$ cat src/rtl/prog_clock_divider.sv
// Multi-channel programmable integer clock divider with a single-slot divisor update port.
// Optional feature: define CLKDIV_SYNC_EN to add the sync_start phase-alignment input.
module prog_clock_divider #(
  parameter int NUM_CH  = 4,
  parameter int CNT_W   = 8,
  parameter int DIV_RST = 2,
  localparam int CH_W   = (NUM_CH > 1) ? $clog2(NUM_CH) : 1
) (
  input  logic              clk,
  input  logic              rst,
`ifdef CLKDIV_SYNC_EN
  input  logic              sync_start,
`endif
  input  logic [NUM_CH-1:0] ch_en,
  input  logic              cfg_valid,
  output logic              cfg_ready,
  input  logic [CH_W-1:0]   cfg_ch,
  input  logic [CNT_W-1:0]  cfg_div,
  output logic [NUM_CH-1:0] div_clk,
  output logic [NUM_CH-1:0] div_tick
);

  localparam logic [CNT_W-1:0] DIV_INIT = CNT_W'(DIV_RST);
  localparam logic [CNT_W-1:0] DIV_MIN  = CNT_W'(2);

  logic [CNT_W-1:0]  cnt     [NUM_CH];
  logic [CNT_W-1:0]  div     [NUM_CH];
  logic [CNT_W-1:0]  last    [NUM_CH];
  logic [CNT_W-1:0]  half_m1 [NUM_CH];
  logic [NUM_CH-1:0] wrap;

  logic              pend_valid;
  logic              rel;
  logic [CH_W-1:0]   pend_ch;
  logic [CNT_W-1:0]  pend_div;
  logic [CNT_W-1:0]  cfg_div_c;
  logic              cfg_ch_ok;
  logic              sync;

`ifdef CLKDIV_SYNC_EN
  assign sync = sync_start;
`else
  assign sync = 1'b0;
`endif

  assign cfg_div_c = (cfg_div < DIV_MIN) ? DIV_MIN : cfg_div;
  assign cfg_ch_ok = int'(cfg_ch) < NUM_CH;
  // rel covers the single cycle between a load/drop and the slot reopening
  assign cfg_ready = ~(pend_valid | rel);

  always_comb begin
    for (int unsigned c = 0; c < NUM_CH; c++) begin
      last[c]    = div[c] - CNT_W'(1);
      half_m1[c] = (div[c] >> 1) + CNT_W'(div[c][0]) - CNT_W'(1);
      wrap[c]    = ch_en[c] && (cnt[c] == last[c]);
    end
  end

  always_ff @(posedge clk or negedge rst) begin
    if (!rst) begin
      for (int unsigned c = 0; c < NUM_CH; c++) cnt[c] <= '0;
      div_clk  <= '0;
      div_tick <= '0;
    end else if (sync) begin
      for (int unsigned c = 0; c < NUM_CH; c++) cnt[c] <= '0;
      div_clk  <= '0;
      div_tick <= '0;
    end else begin
      for (int unsigned c = 0; c < NUM_CH; c++) begin
        if (!ch_en[c]) begin
          cnt[c]      <= '0;
          div_clk[c]  <= 1'b0;
          div_tick[c] <= 1'b0;
        end else begin
          cnt[c]      <= wrap[c] ? '0 : cnt[c] + CNT_W'(1);
          div_tick[c] <= wrap[c];
          if (wrap[c])
            div_clk[c] <= 1'b1;
          else if (cnt[c] == half_m1[c])
            div_clk[c] <= 1'b0;
        end
      end
    end
  end

  // A capture takes priority only when the slot is empty, so a capture that lands on the
  // target's wrap edge is checked from the following edge and waits for the next wrap.
  always_ff @(posedge clk or negedge rst) begin
    if (!rst) begin
      for (int unsigned c = 0; c < NUM_CH; c++) div[c] <= DIV_INIT;
      pend_valid <= 1'b0;
      rel        <= 1'b0;
      pend_ch    <= '0;
      pend_div   <= '0;
    end else if (cfg_valid && cfg_ready) begin
      if (cfg_ch_ok) begin
        pend_valid <= 1'b1;
        pend_ch    <= cfg_ch;
        pend_div   <= cfg_div_c;
      end else begin
        rel <= 1'b1;
      end
    end else if (pend_valid && (sync || wrap[pend_ch] || !ch_en[pend_ch])) begin
      div[pend_ch] <= pend_div;
      pend_valid   <= 1'b0;
      rel          <= 1'b1;
    end else if (rel) begin
      rel <= 1'b0;
    end
  end

endmodule

$ cat config.mk
export PLATFORM = sky130hd
export DESIGN_NAME = prog_clock_divider
export DESIGN_NICKNAME = d
export VERILOG_FILES = /design/src/rtl/prog_clock_divider.sv
export SDC_FILE = /design/constraint.sdc
export NUM_CORES = 1
export LEC_CHECK = 0
export ABC_AREA = 1
export CAP_MARGIN = 20
export CORE_MARGIN = 1.5
export CORE_UTILIZATION = 61
export CTS_CLUSTER_DIAMETER = 200
export DETAILED_ROUTE_END_ITERATION = 12
export HOLD_SLACK_MARGIN = 0.12
export PLACE_DENSITY = 0.8
export SLEW_MARGIN = 20
export SYNTH_ARGS = -nofsm -noshare
export SYNTH_HDL_FRONTEND = slang
export SYNTH_SLANG_ARGS = --single-unit
$ cat constraint.sdc
create_clock -name clk -period 2.5 [get_ports clk]
set_clock_uncertainty 0.05 [all_clocks]
set_input_delay 0.5 -clock clk [delete_from_list [all_inputs] [get_ports clk]]
set_output_delay 0.5 -clock clk [all_outputs]
set_load 0.005 [all_outputs]
* After elaboration in Yosys (flattened, before gate mapping)
Index checks and enable logic that the tools add are counted.
** Operators by class
- $add $sub $neg :: 16
- Order comparisons :: 4
- Eq/ne operators :: 12
- Multiplexer cells :: 35
- Bitwise gates (word level) :: 4
- Reductions and logical operators :: 11
** Operator list (number)
- $mux 8 :: 10
- $eq 8x8->1 :: 8
- $sub 8x1->8 const B :: 8
- $add 7x1->8 :: 4
- $add 8x1->8 const B :: 4
- $bwmux 32 :: 1
- $mux 1 :: 21
- $demux 8 s2 :: 1
- $ne 3x1->1 const B :: 4
- $lt 8x2->1 const B :: 1
- $logic_and 1x1->1 :: 7
- $bmux 1 s2 :: 2
- $ge 3x3->1 const B :: 1
- $lt 2x3->1 const B :: 1
- $lt 3x1->1 const B :: 1
- $not 2->3 :: 1
- $not 1->1 :: 2
- $reduce_and 2->1 :: 1
- $reduce_bool 2->1 :: 1
- $logic_not 1->1 :: 1
- $logic_or 1x1->1 :: 1
- $or 1x1->1 :: 1
** Word-level totals
- Flip-flop bits (word level) :: 84
- Input bits :: 17
- Output and inout port bits :: 9
- Word-level logic and storage cells :: 99

* Logic depth before layout (Yosys ltp)
- Depth after elaboration :: 9
- Gate-level depth with buffers :: 17

* Least setup slack after synthesis
Ideal clock, no wire load.
- Kind :: register to register
- Start :: register div[17] (netlist bit)
- End :: register div[24] (netlist bit)
- Library setup time :: 117 ps
- Arrival time :: 1941 ps
- Data required time :: 2333 ps
- Slack :: 392 ps
- Cell stages (with the launch flop) :: 16
- Cells stage by stage :: dfstp_2 inv_1 ha_1 or2_1 nand2_1 nand2_1 nand2_1 nand2_1 nor2_1 nand3_2 nor2_4 nor2_4 nand2_8 nand3_2 nand2_1 nand2_1
** On the way
- Longest elaborated chain between the ends :: 8
** RTL lines
- start: declaration :: RTL line 27 : logic [CNT_W-1:0] div [NUM_CH];
- start signal: indexed assignment :: RTL line 104 : div[pend_ch] <= pend_div;
- $sub 8x1->8 :: RTL line 53 : last[c] = div[c] - CNT_W'(1);
- $eq 8x8->1 :: RTL line 55 : wrap[c] = ch_en[c] && (cnt[c] == last[c]);
- $logic_and 1x1->1 :: RTL line 55
- $bmux 1 s2 :: RTL line 103 : end else if (pend_valid && (sync || wrap[pend_ch] || !ch_en[pend_ch])) begin
- $mux 1 (not written as such) :: RTL line 103
- $logic_or 1x1->1 :: RTL line 103
- $logic_and 1x1->1 :: RTL line 103
- $reduce_and 2->1 (no line)
No other way between the ends. The select of a mux whose other input is x is not followed.
A chain may end at the register's enable or synchronous reset.

* Worst setup path after layout
- Start :: register div[9] (netlist bit)
- End :: register div[20] (netlist bit)
The elaborated chain is that of the path after synthesis.

==> impl_metrics.env <==
export IMPL_mean_cell_area_of_the_mapped_netlist_um2=7.48
export IMPL_power_share_combinational_pct=51.7
export IMPL_crit_path_cell_trace="inv_1, ha_2, xor2_1, nand3_1, nor2_2, nand3_1, nand2_1, nor2_4, nand2_8, nand3_4, nand2_1, nand2_1"
export IMPL_finalInstanceArea_um2=6180
export IMPL_slew_violations=0
export IMPL_core_area_um2=8720
export IMPL_clock_insertion_delay_worst_skew_ns=0.36
export IMPL_hold_path_end="div[25]"
export IMPL_synth_edff_count=0
export IMPL_start_kind="flip-flop"
export IMPL_synthToLayoutAreaGrowth_pct=12.7
export IMPL_cts_clk_slew_worst_paths_ns=0.09
export IMPL_total_power_mw=7.42
export IMPL_die_wd_um=97.8
export IMPL_finalNetCount=797
export IMPL_power_leakage_nw=3.04
export IMPL_max_cap_violations=0
export IMPL_fp_dieArea_um2=9560
export IMPL_worstPathMaxFanout=8
export IMPL_worst_slack_ns=0.148
export IMPL_report_final_hold_viol_count=0
export IMPL_die_h_um=97.8
export IMPL_global_route_wire_length_before_repair_mm=20.4
export IMPL_period_minus_slack_ns=2.35
export IMPL_mappedNetlistArea_um2=5480
export IMPL_initial_drc_count=195
export IMPL_critical_path_max_stage_delay_ns=0.56
export IMPL_worst_pin_slew_ns=0.643
export IMPL_syn_instance_count=732
export IMPL_cp_buffers_inverters=1
export IMPL_buffer_ports_inserted=25
export IMPL_synth_ff_latch_count=84
export IMPL_htreeDepth=3
export IMPL_crit_reg2reg_launch="div[9]"
export IMPL_maxSlewHeadroom_pct=57.0
export IMPL_layout_drive_gt1_share_pct=8.46
export IMPL_final_period_utilization_pct=94.1
export IMPL_routabilityCongestion=0.908
export IMPL_min_path_cells=2
export IMPL_cts_root_to_sink_buffers=2
export IMPL_crit_path_frequent_cell="nand2_1"
export IMPL_avgViaCountPerCell=5.52
export IMPL_pin_count=26
export IMPL_reg2reg_depth=12
export IMPL_synth_cell_types=36
export IMPL_numCtsBuffers=9
export IMPL_power_switching_mw=3.38
export IMPL_drcViolationCount=0
export IMPL_setup_violations=0
export IMPL_global_route_usage_total_pct=26.0
export IMPL_critical_path_s_top_delay_family="simple AND/OR/NAND/NOR gates"
export IMPL_powerDensity_nw_per_um2=1200
export IMPL_timing_setup_critical_path_class="flip-flop to flip-flop"
export IMPL_final_routed_wirelength_across_all_metal_layers_mm=11.9
export IMPL_crit_slowest_cell="dfstp_2"
export IMPL_min_delay_start="div[25]"
export IMPL_grt_start_max_net_pins=39
export IMPL_globalRouteOverflowTotal=0
export IMPL_num_antenna_cells=0
export IMPL_detail_route_wl_per_cell_um=13.6
export IMPL_ff2ff_setup_slack_ns=0.15
export IMPL_post_dp_hpwl_mm=8.93
export IMPL_cts_sink_count=84
export IMPL_worstSetupEndpointType="flip-flop"
export IMPL_ff_latch_area_um2=2110
export IMPL_yosys_warnings=0
export IMPL_floorplan_initialDensity_pct=62.8
export IMPL_regToRegEndpoint="div[20]"
export IMPL_final_fill_count=701
export IMPL_timing_setup_tns_ns=0
export IMPL_critPathArrivalTime_ns=2.55
export IMPL_postSynth_topFlopCell="dfrtp_1"
export IMPL_drtAntennaViolNets=0
export IMPL_mappedNetlistNets=765
export IMPL_worst_endpoint_required_ns=2.69
export IMPL_ys_seq_area_share_pct=38.5
export IMPL_maxClockFrequency_mhz=425
export IMPL_worstHoldPathType="flip-flop to flip-flop"
export IMPL_placement_rows=34
export IMPL_tritoncts="built"
export IMPL_pre_cts_ws_ns=-0.00207
export IMPL_cts_root_buf="clkbuf_8"
export IMPL_synth_async_sr_flop_share_pct=100
export IMPL_switching_share_pct=45.5
export IMPL_max_vdd_ir_drop_mv=0.666
export IMPL_share_seq_of_total_power_pct=31.5
export IMPL_run_status="finished clean"
export IMPL_place_area_um2=5820
export IMPL_routed_via_count=4838
export IMPL_antenna_found_initial=0
export IMPL_multiInputGateArea_um2=3070
export IMPL_power_report_internal_total_mw=4.04
export IMPL_power_share_clock_pct=16.8
export IMPL_detail_route_first_pass_iterations=7
export IMPL_vias_in_the_first_global_route=4582
==> Yosys cell counts, types with 2 or more instances <==
library cell  count  area share, %
and3_1            2           0.23
inv_2             7           0.48
nor2_1           94            6.4
nor2_4            2           0.41
o21ai_0           9           0.82
buf_2            11            1.0
nand2_1         218             15
xnor2_1          37            5.9
xor2_1           43            6.9
or2_1             2           0.23
dfrtp_1          80             37
o21ai_1           8           0.73
buf_6             3           0.62
nor2_2            6           0.69
nand3_1          37            3.4
or2_2             5           0.57
clkbuf_1          5           0.34
nand4_1          40            4.6
nor3_1           15            1.4
clkinv_1          4           0.27
a21oi_1           6           0.55
nor3b_1           8            1.1
nand3_2           4           0.73
inv_1            56            3.8
dfstp_2           4            1.9
ha_1             16            3.7
==> power groups by stage <==
stage / Sequential [mW] / Clock (mW) / Combinational, mW
finish: 2.34 / 1.25 / 3.84
global route: 2.39 / 1.31 / 4.34
CTS: 2.31 / 1.26 / 3.66
detailed placement: 2.34 / 0 / 3.64
global placement: 2.31 / 0 / 3.45
floorplan: 2.08 / 0 / 3.13
==> sequential cells by signal, summed over array words and instances, names as in the netlist <==
register,flops
cnt,32
div,32
div_clk,4
div_tick,4
pend_ch,2
pend_div,8
pend_valid,1
rel,1
==> per-stage QoR <==
stage          instances  hold WS (ns)  utilization (%)
2_1_floorplan        732         0.154                -
3_3_place_gp         853         0.408             66.7
3_5_place_dp         853         0.408             66.7
4_1_cts              869         0.420             69.7
5_1_grt              876         0.442             70.8
6_report             876         0.418             70.8
==> layout make-up <==
cell class	count	area share [%]
Multi-Input combinational cell	564	49.7
Sequential cell	84	34.1
Timing Repair Buffer	38	5.83
Inverter	67	4.07
Tap cell	108	2.19
Clock buffer	10	2.07
Clock inverter	5	2.03
==> worst reg2reg max path: cells and delay by family, from the launching register on <==
family | cells | cell delay (ns)
XOR/XNOR | 1 | 0.16
adder cells (fa/ha/maj) | 1 | 0.34
buffers and inverters | 1 | 0.06
flip-flops | 1 | 0.56
AND/OR/NAND/NOR | 9 | 1.06
==> worst max-delay path by stage <==
stage / startpoint / endpoint / slack [ns] / cells past startpoint
2_1_floorplan: div[17] / div[24] / 0.39 / 15
3_3_place_gp: div[17] / div[8] / 0.13 / 15
3_5_place_dp: div[17] / div[5] / -0.002 / 15
4_1_cts: div[17] / div[5] / -0.01 / 15
5_1_grt: div[9] / div[5] / -0.000006 / 12
6_report: div[9] / div[20] / 0.15 / 12
==> logic make-up after synthesis <==
family	Yosys count	share of synthesized area, %
AO/OA/AOI/OAI	27	2.74
adder cells (fa/ha/maj)	16	3.65
AND/OR/NAND/NOR	439	35.8
buffers and inverters	86	6.55
flip-flops	84	38.5
XOR/XNOR	80	12.8
==> metal layers <==
metal	vias to the layer above	wire (µm)	global-route usage, %
li1	2405	-	-
met1	2283	5260	34.0
met2	118	5800	43.9
met3	32	537	3.01
met4	0	312	11.2
met5	-	0	0
==> layout by cell type, fill, tap and decap left out, types with 14 or more instances in the layout <==
cell / n
nor3_1: 15
nand2_1: 218
ha_1: 14
xnor2_1: 37
dfrtp_1: 80
clkdlybuf4s50_1: 24
nand4_1: 40
nor2_1: 91
inv_1: 56
nand3_1: 37
xor2_1: 43
==> timing repair <==
item | 4_1_cts | 5_1_grt
endpoints found under the hold margin | 33 | 0
resized for setup | 0 | 8
gates cloned | 0 | 2
hold buffers | 1 | 0
setup buffers | 0 | 5
endpoints found under the setup margin | 3 | 33
pin swaps | 0 | 4
(Power assumes the default switching activity.)
